===== src/rtl/mult_wb_arbiter_pkg.sv =====
// mult_wb_arbiter_pkg: shared widths, the buffered multiplier entry and the write-back source select.
package mult_wb_arbiter_pkg;
    localparam int XLEN          = 64;
    localparam int TRANS_ID_BITS = 3;
    typedef struct packed {
        logic [TRANS_ID_BITS-1:0] trans_id;
        logic [XLEN-1:0]          result;
    } mult_wb_entry_t;
    typedef enum logic { WB_MUL, WB_DIV } wb_sel_e;
endpackage


===== src/rtl/mult_wb_fifo.sv =====
// mult_wb_fifo: first-word-fall-through multiplier result buffer; an incoming result bypasses an empty FIFO.
module mult_wb_fifo
    import mult_wb_arbiter_pkg::*;
#(
    parameter int DEPTH = 2
) (
    input  logic           clk_i,
    input  logic           rst_i,
    input  logic           flush_i,
    input  logic           i_push,
    input  mult_wb_entry_t i_data,
    input  logic           i_pop,
    output logic           o_valid,
    output mult_wb_entry_t o_data
);
    localparam int AW = $clog2(DEPTH);
    logic [AW:0]    r_wptr, r_rptr;
    mult_wb_entry_t r_mem [DEPTH];
    logic           w_empty, w_full, w_push, w_wr, w_rd;
    always_comb begin
        w_empty = r_wptr == r_rptr;
        w_full  = (r_wptr[AW] != r_rptr[AW]) && (r_wptr[AW-1:0] == r_rptr[AW-1:0]);
        w_push  = i_push & ~flush_i;
        w_wr    = w_push & ~(w_empty & i_pop);
        w_rd    = i_pop & ~w_empty;
        o_valid = ~w_empty | w_push;
        o_data  = w_empty ? i_data : r_mem[r_rptr[AW-1:0]];
    end
    always_ff @(posedge clk_i or posedge rst_i) begin
        if (rst_i) begin
            r_wptr <= '0;
            r_rptr <= '0;
        end else if (flush_i) begin
            r_wptr <= '0;
            r_rptr <= '0;
        end else begin
            r_wptr <= r_wptr + (AW+1)'(w_wr);
            r_rptr <= r_rptr + (AW+1)'(w_rd);
        end
    end
    always_ff @(posedge clk_i) begin
        if (w_wr) r_mem[r_wptr[AW-1:0]] <= i_data;
    end
    // The issue credits upstream must keep this from ever happening.
    a_no_push_full: assert property (@(posedge clk_i) disable iff (rst_i) !(w_push && w_full));
endmodule


===== src/rtl/mult_wb_arbiter.sv =====
// mult_wb_arbiter: merges buffered multiplier results and divider results onto one stallable write-back port,
// throttling multiplier issue with credits and bounding divider starvation.
module mult_wb_arbiter
    import mult_wb_arbiter_pkg::*;
#(
    parameter int DEPTH        = 2,
    parameter int STARVE_LIMIT = 4
) (
    input  logic                     clk_i,
    input  logic                     rst_i,
    input  logic                     flush_i,
    input  logic                     mul_issue_i,
    output logic                     issue_ready_o,
    input  logic                     mul_valid_i,
    input  logic [TRANS_ID_BITS-1:0] mul_trans_id_i,
    input  logic [XLEN-1:0]          mul_result_i,
    input  logic                     div_valid_i,
    input  logic [TRANS_ID_BITS-1:0] div_trans_id_i,
    input  logic [XLEN-1:0]          div_result_i,
    output logic                     div_ready_o,
    output logic                     wb_valid_o,
    output logic [TRANS_ID_BITS-1:0] wb_trans_id_o,
    output logic [XLEN-1:0]          wb_result_o,
    input  logic                     wb_ready_i
);
    localparam int CW = $clog2(DEPTH) + 1;
    localparam int SW = $clog2(STARVE_LIMIT + 1);
    logic [CW-1:0]  r_credits;
    logic [SW-1:0]  r_starve;
    logic           w_head_valid, w_kill, w_mul_pend, w_div_pend, w_fire, w_pop;
    mult_wb_entry_t w_head;
    wb_sel_e        w_sel;
    mult_wb_fifo #(.DEPTH(DEPTH)) u_fifo (
        .clk_i   (clk_i),
        .rst_i   (rst_i),
        .flush_i (flush_i),
        .i_push  (mul_valid_i),
        .i_data  ('{trans_id: mul_trans_id_i, result: mul_result_i}),
        .i_pop   (w_pop),
        .o_valid (w_head_valid),
        .o_data  (w_head)
    );
    // Reset also masks the combinational bypass so outputs go quiet immediately.
    always_comb begin
        w_kill        = flush_i | rst_i;
        w_mul_pend    = w_head_valid & ~w_kill;
        w_div_pend    = div_valid_i & ~w_kill;
        w_sel         = (w_div_pend && (!w_mul_pend || r_starve == SW'(STARVE_LIMIT))) ? WB_DIV : WB_MUL;
        wb_valid_o    = w_mul_pend | w_div_pend;
        w_fire        = wb_valid_o & wb_ready_i;
        w_pop         = w_fire & (w_sel == WB_MUL);
        div_ready_o   = w_fire & (w_sel == WB_DIV);
        wb_trans_id_o = !wb_valid_o ? '0 : w_sel == WB_DIV ? div_trans_id_i : w_head.trans_id;
        wb_result_o   = !wb_valid_o ? '0 : w_sel == WB_DIV ? div_result_i : w_head.result;
        issue_ready_o = (r_credits < CW'(DEPTH)) & ~flush_i;
    end
    always_ff @(posedge clk_i or posedge rst_i) begin
        if (rst_i) begin
            r_credits <= '0;
            r_starve  <= '0;
        end else if (flush_i) begin
            r_credits <= '0;
            r_starve  <= '0;
        end else begin
            r_credits <= r_credits + CW'(mul_issue_i) - CW'(w_pop);
            if (div_ready_o) r_starve <= '0;
            else if (w_div_pend && w_sel == WB_MUL) r_starve <= r_starve + 1'b1;
        end
    end
    a_issue_legal: assert property (@(posedge clk_i) disable iff (rst_i) !(mul_issue_i && !issue_ready_o));
endmodule

===== config.mk =====
export PLATFORM = sky130hd
export DESIGN_NAME = mult_wb_arbiter
export DESIGN_NICKNAME = d
export VERILOG_FILES = /design/src/rtl/mult_wb_arbiter_pkg.sv /design/src/rtl/mult_wb_fifo.sv /design/src/rtl/mult_wb_arbiter.sv
export SDC_FILE = /design/constraint.sdc
export NUM_CORES = 1
export LEC_CHECK = 0
export BUFFER_PORTS_ARGS = -buffer_cell sky130_fd_sc_hd__buf_2
export CAP_MARGIN = 15
export CORE_MARGIN = 4
export CORE_UTILIZATION = 35
export DETAILED_ROUTE_END_ITERATION = 16
export HOLD_SLACK_MARGIN = 0.08
export PLACE_DENSITY = 0.63
export SLEW_MARGIN = 10
export SYNTH_ARGS = -nofsm -noshare
export SYNTH_HDL_FRONTEND = slang
export SYNTH_HIERARCHICAL = 1
export SYNTH_SLANG_ARGS = --single-unit

===== constraint.sdc =====
create_clock -name clk_i -period 10.8 [get_ports clk_i]
set_input_delay 2.16 -clock clk_i [delete_from_list [all_inputs] [get_ports clk_i]]
set_output_delay 2.16 -clock clk_i [all_outputs]
set_load 0.02 [all_outputs]

### Word level (Yosys, flattened, before mapping)

Memory sizes are Yosys's and may differ from the RTL's.
Index checks and enable logic that the tools add are counted.

* reduce and logical (&&, ||, !) cells: 5
* shifts and indexed selects: 0
* multiply operators: 0
* equality and inequality tests: 2
* bitwise gates (word level): 18
* multiplexer cells: 14
* divide/modulo/power cells: 0
* order comparisons: 1
* add/subtract/negate cells: 5

Operators by type and width (count)
* two-way mux 64 bit: 2
* two-way mux 67 bit: 1
* two-way mux 3 bit: 5
* bitwise AND 1 bit: 10
* adder 2 x 1 -> 2 bit: 3
* two-way mux 2 bit: 3
* inverter 1 bit: 5
* adder 3 x 1 -> 3 bit, second input constant: 1
* == test 3 bit, second input constant: 1
* two-way mux 1 bit: 3
* bitwise OR 1 bit: 3
* nonzero test 3 bit: 1
* == test 2 bit: 1
* logical AND 1 bit: 2
* < comparator 2 bit, second input constant: 1
* subtractor 2 x 1 -> 2 bit: 1
* logical NOT 1 bit: 1
* logical OR 1 bit: 1

* memory bits (writable): 134
* input bits: 141
* ROM bits: 0
* flip-flop bits (word level): 9
* output and inout port bits: 70
* latch bits: 0
* word-level logic and storage cells: 50
* memories kept: 1

Memories
* u_fifo.r_mem: depth 2, bits a word 67, read ports 1, clocked after Yosys merged registers in 0, wr ports 1, RTL line mult_wb_fifo.sv:18 `mult_wb_entry_t r_mem [DEPTH];`

### Logic depth before layout (Yosys ltp)

* word-level depth: 15
* mapped depth: 15

### Hierarchy

The synthesis kept the hierarchy.

By module, submodules not included
* mult_wb_fifo: cells each 387, area an instance 6064.6 um^2, times used 1
* mult_wb_arbiter: cells each 279, area an instance 1502.7 um^2, times used 1

### Worst setup path after synthesis

No wires, ideal clock.

* path kind: input to output
* from: input port flush_i
* to: output port wb_result_o[40]
* setup slack: 5042 ps
* stages: 7
* arrival time: 3598 ps
* required time: 8640 ps
* cell sequence: nand2b_1 -> nand2_1 -> a21boi_1 -> clkbuf_1 -> buf_2 -> o21ai_0 -> a21oi_1

* longest elaborated chain between the ends: 10
* elaborated cells between the ends (all ways): 14
* classes of those cells: mux (3); bitwise (8); reduce/logical (3)

Ends and longest elaborated chain
* from (decl): RTL line mult_wb_arbiter.sv:11 `input logic flush_i,`
* inverter 1 bit *: RTL line mult_wb_fifo.sv:23 `w_push = i_push & ~flush_i;`
* bitwise AND 1 bit *: RTL line mult_wb_fifo.sv:23
* bitwise OR 1 bit *: RTL line mult_wb_fifo.sv:26 `o_valid = ~w_empty | w_push;`
* net w_head_valid: RTL line mult_wb_arbiter.sv:30 `logic w_head_valid, w_kill, w_mul_pend, w_div_pend, w_fire, w_pop;`
* bitwise AND 1 bit *: RTL line mult_wb_arbiter.sv:46 `w_mul_pend = w_head_valid & ~w_kill;`
* logical NOT 1 bit: RTL line mult_wb_arbiter.sv:48 `w_sel = (w_div_pend && (!w_mul_pend || r_starve == SW'(STARVE_LIMIT))) ? WB_DIV : WB_MUL;`
* logical OR 1 bit: RTL line mult_wb_arbiter.sv:48
* logical AND 1 bit: RTL line mult_wb_arbiter.sv:48
* two-way mux 1 bit: RTL line mult_wb_arbiter.sv:48
* two-way mux 64 bit: RTL line mult_wb_arbiter.sv:54 `wb_result_o = !wb_valid_o ? '0 : w_sel == WB_DIV ? div_result_i : w_head.result;`
* two-way mux 64 bit *: RTL line mult_wb_arbiter.sv:54
* to (decl): RTL line mult_wb_arbiter.sv:23 `output logic [XLEN-1:0] wb_result_o,`

The timed path passes the listed nets; every way through them passes the cells marked *.

### Final worst setup path

* from: input port flush_i
* to: output port wb_result_o[11]

Same word-level chain as after synthesis.

==> results_dict.tcl <==
set metrics [dict create \
    cpMaxStageDelayCell "a21boi_4" \
    drtPass1Iterations 4 \
    syn_avg_cell_area_um2 11.36 \
    cp_max_fo 38 \
    ant_nets 0 \
    slew_violations 0 \
    antenna_found_initial 3 \
    dpl.cell_count 1093 \
    total_power_mw 1.491 \
    post-cts-setup-buffers 0 \
    finalCriticalPeriod_ps 6573 \
    ctsResizeCount 0 \
    startpoint_type "input port" \
    rrSetupSlack_ps 6250 \
    vdd_drop_max_uv 97.10 \
    max_freq_mhz 152.1 \
    seq_power_share_pct 42.8 \
    port_buffers 210 \
    grt_overflow 0 \
    start_util_pct 35.77 \
    cp-end-kind "output port" \
    synth_cell_type_count 33 \
    p_sw_uw 406.9 \
    cp_data_arrival_time_ps 4410 \
    insertion_delay_ps 410 \
    drv_cap 0 \
    drtIter0Drc 303 \
    synth_area_leaders "edfxtp_1 53%, nand3_1 9.0%, mux2i_1 8.9%" \
    sw_frac_of_total_pct 27.28 \
    clkSinkCount 143 \
    cts-hold-fix-buffers 0 \
    path_clk_slew_ps 60 \
    worstPathCellList "buf_2 > nand2b_1 > nand2_1 > a21boi_4 > buf_4 > o21ai_0 > a21oi_1 > buf_2" \
    via_per_inst 5.176 \
    finalClockSkew_ps 7.619 \
    p_int_mw 1.084 \
    timing.final.crit_share_pct 60.86 \
    grt_pass1_vias 5992 \
    dp_slack_ps 4209 \
    die_h_um 155.0 \
    ys_warn_count 6 \
    remaining_drc_errors 0 \
    drive_gt1_share_pct 38.82 \
    hpwl_um 12350 \
    crit_type "in2out" \
    path_common_cell "buf_2" \
    postSynthCellCount 666 \
    via_count 5828 \
    synth_nets 814 \
    coreArea_mm2 0.02115 \
    tritoncts "yes" \
    die_w_um 155.0 \
    power_density_mw_per_mm2 159.2 \
    multi_input_area_mm2 0.003013 \
    post-route-worst-setup-slack_ps 4227 \
    globalplace.congestion 0.7588 \
    wl_per_cell_um 17.77 \
    yosysTopAreaCell "edfxtp_1" \
    synthXorXnorAreaFrac_pct 0.8929 \
    max_slew.worst_pin.slew_ps 1050 \
    ys_seq_area_share_pct 56.15 \
    power_frac_clock_pct 39.6 \
    synth_simple_gate_area_share_pct 10.30 \
    final.fill_count 2031 \
    crit_family "compound AO/OA/AOI/OAI gates" \
    status "finished, final reports clean" \
    ys_ff_latch 143 \
    cpPeakStageDelay_ps 700 \
    muxShareOfSynthArea_pct 8.862 \
    power_leakage_nw 3.485 \
    hold_viol 0 \
    rsz0062_at_grt "no" \
    cts_root_buffer "clkbuf_16" \
    synth-compound-area-share_pct 17.58 \
    pin_count 211 \
    required_ps 8640 \
    max_slew_margin_pct 30.00 \
    final_cell_count_no_fill 1126 \
    track_usage_pct 16.82 \
    yosys.area_share.adder_pct 1.157 \
    tns_ps 0 \
    cts_htree_levels 4 \
    area_growth_pct 23.83 \
    clk_path_buf_depth 2 \
    syn_area_mm2 0.007567 \
    synth_top_family_by_area "compound AO/OA/AOI/OAI gates" \
    nets 985 \
    worst-path-buf-inv 3 \
    setup_viol 0 \
    rows 53 \
    whs_ps 567.4 \
    grt_max_degree 69 \
    power_frac_comb_pct 17.7 \
    die_area_mm2 0.02404 \
    wirelength_um 20010 \
    worstHoldPathType "reg2reg" \
    synth_top_area_share_pct 53.17 \
    cts_buffers 17 \
    ff_latch_area_mm2 0.004253 \
    grt_pass1_wl_um 32140 \
]
-- per-stage QoR --
step | instance area, µm² | utilization [%]
after floorplan | 7567 | -
after global placement | 8770 | 41.46
after detailed placement | 8770 | 41.46
after global routing | 9370 | 44.30
after CTS | 9368 | 44.28
final | 9370 | 44.30
-- cells in the final DEF (no fill, tap or decap), types with 2 or more instances in the layout --
cell type and count:
and3_1 2, nor2b_1 2, dfrtp_1 8, ha_1 5, nand3_1 136, clkinv_2 2
inv_1 9, clkbuf_1 2, xnor2_1 3, clkinvlp_4 4, nand2_1 2, mux2i_1 67
xnor2_4 2, buf_2 210, buf_4 10, o21ai_0 68, clkbuf_16 17, nor2_1 6
ha_4 2, edfxtp_1 134, a21oi_1 70, clkinv_4 3, bufinv_16 3, o21ai_2 67
-- state kept, by name, indices dropped and copies added (netlist names) --
register       flops
r_starve           3
u_fifo/r_mem     134
u_fifo/r_rptr      2
u_fifo/r_wptr      2
r_credits          2
-- metal layers --
metal,GRT usage [%],wire length (µm)
met1,21.36,8772
met2,28.99,9915
met3,3.366,1001
met4,5.130,286
met5,0,30
-- power by group through the flow --
stage	registers, mW	logic [mW]	clock network [mW]
after floorplan	0.647	0.184	0
after global placement	0.649	0.265	0
after detailed placement	0.650	0.266	0
after CTS	0.638	0.267	0.606
after global routing	0.640	0.293	0.633
final	0.638	0.263	0.590
-- cells by family (layout without fill, tap and decap cells) --
family | after synthesis | after routing
AOI/OAI and AO/OA | 212 | 212
and+or+nand+nor | 154 | 154
DFF | 143 | 143
buffers and inverters | 77 | 261
muxes | 67 | 67
adders and majority gates | 7 | 7
xor gates and xnor gates | 6 | 6
other | 0 | 1
-- cell usage after synthesis --
library cell and number:
or3b_1 1, buf_2 14, dfrtp_1 9, and2_1 1
buf_4 2, nor2_1 6, xor2_1 1, a21oi_2 1
and2b_1 1, o21ai_0 68, ha_1 7, mux2i_1 67
nor3b_1 1, o31ai_1 1, o21ai_2 67, and3_1 2
nand3_1 136, nand2_1 2, a31o_2 1, a21boi_1 1
xnor2_1 3, nand2b_1 1, edfxtp_1 134, nor2b_1 2
clkbuf_2 1, clkbuf_1 42, buf_6 9, or4_1 1
a21oi_1 70, xnor2_2 2, a21bo_2 1, inv_1 9
o21ai_1 2
-- worst min-delay path: cells and delay by family, from the launching register on --
family | cells | cell delay (ps)
AO/OA/AOI/OAI | 2 | 140
flip-flops | 1 | 390
-- worst paths after layout --
path	endpoint	depth (start not counted)	from
max	wb_result_o[11]	8	flush_i
min	r_starve[0]	2	r_starve[0]
max reg2reg	u_fifo/r_mem[1][10]	8	u_fifo/r_rptr[0]
min reg2reg	r_starve[0]	2	r_starve[0]
max in group asynchronous	r_credits[0]	2	rst_i
min in group asynchronous	u_fifo/r_wptr[0]	2	rst_i
-- cell type report --
class | count | area share (%)
sequential | 143 | 45.39
inverter | 9 | 0.3605
multi-input combinational | 446 | 32.15
tap | 275 | 3.672
clock buffer | 19 | 4.620
clock inverter | 13 | 1.763
timing repair buffer | 220 | 12.02
antenna | 1 | 0.02671
Note: power is estimated with default switching activity, not from simulation.
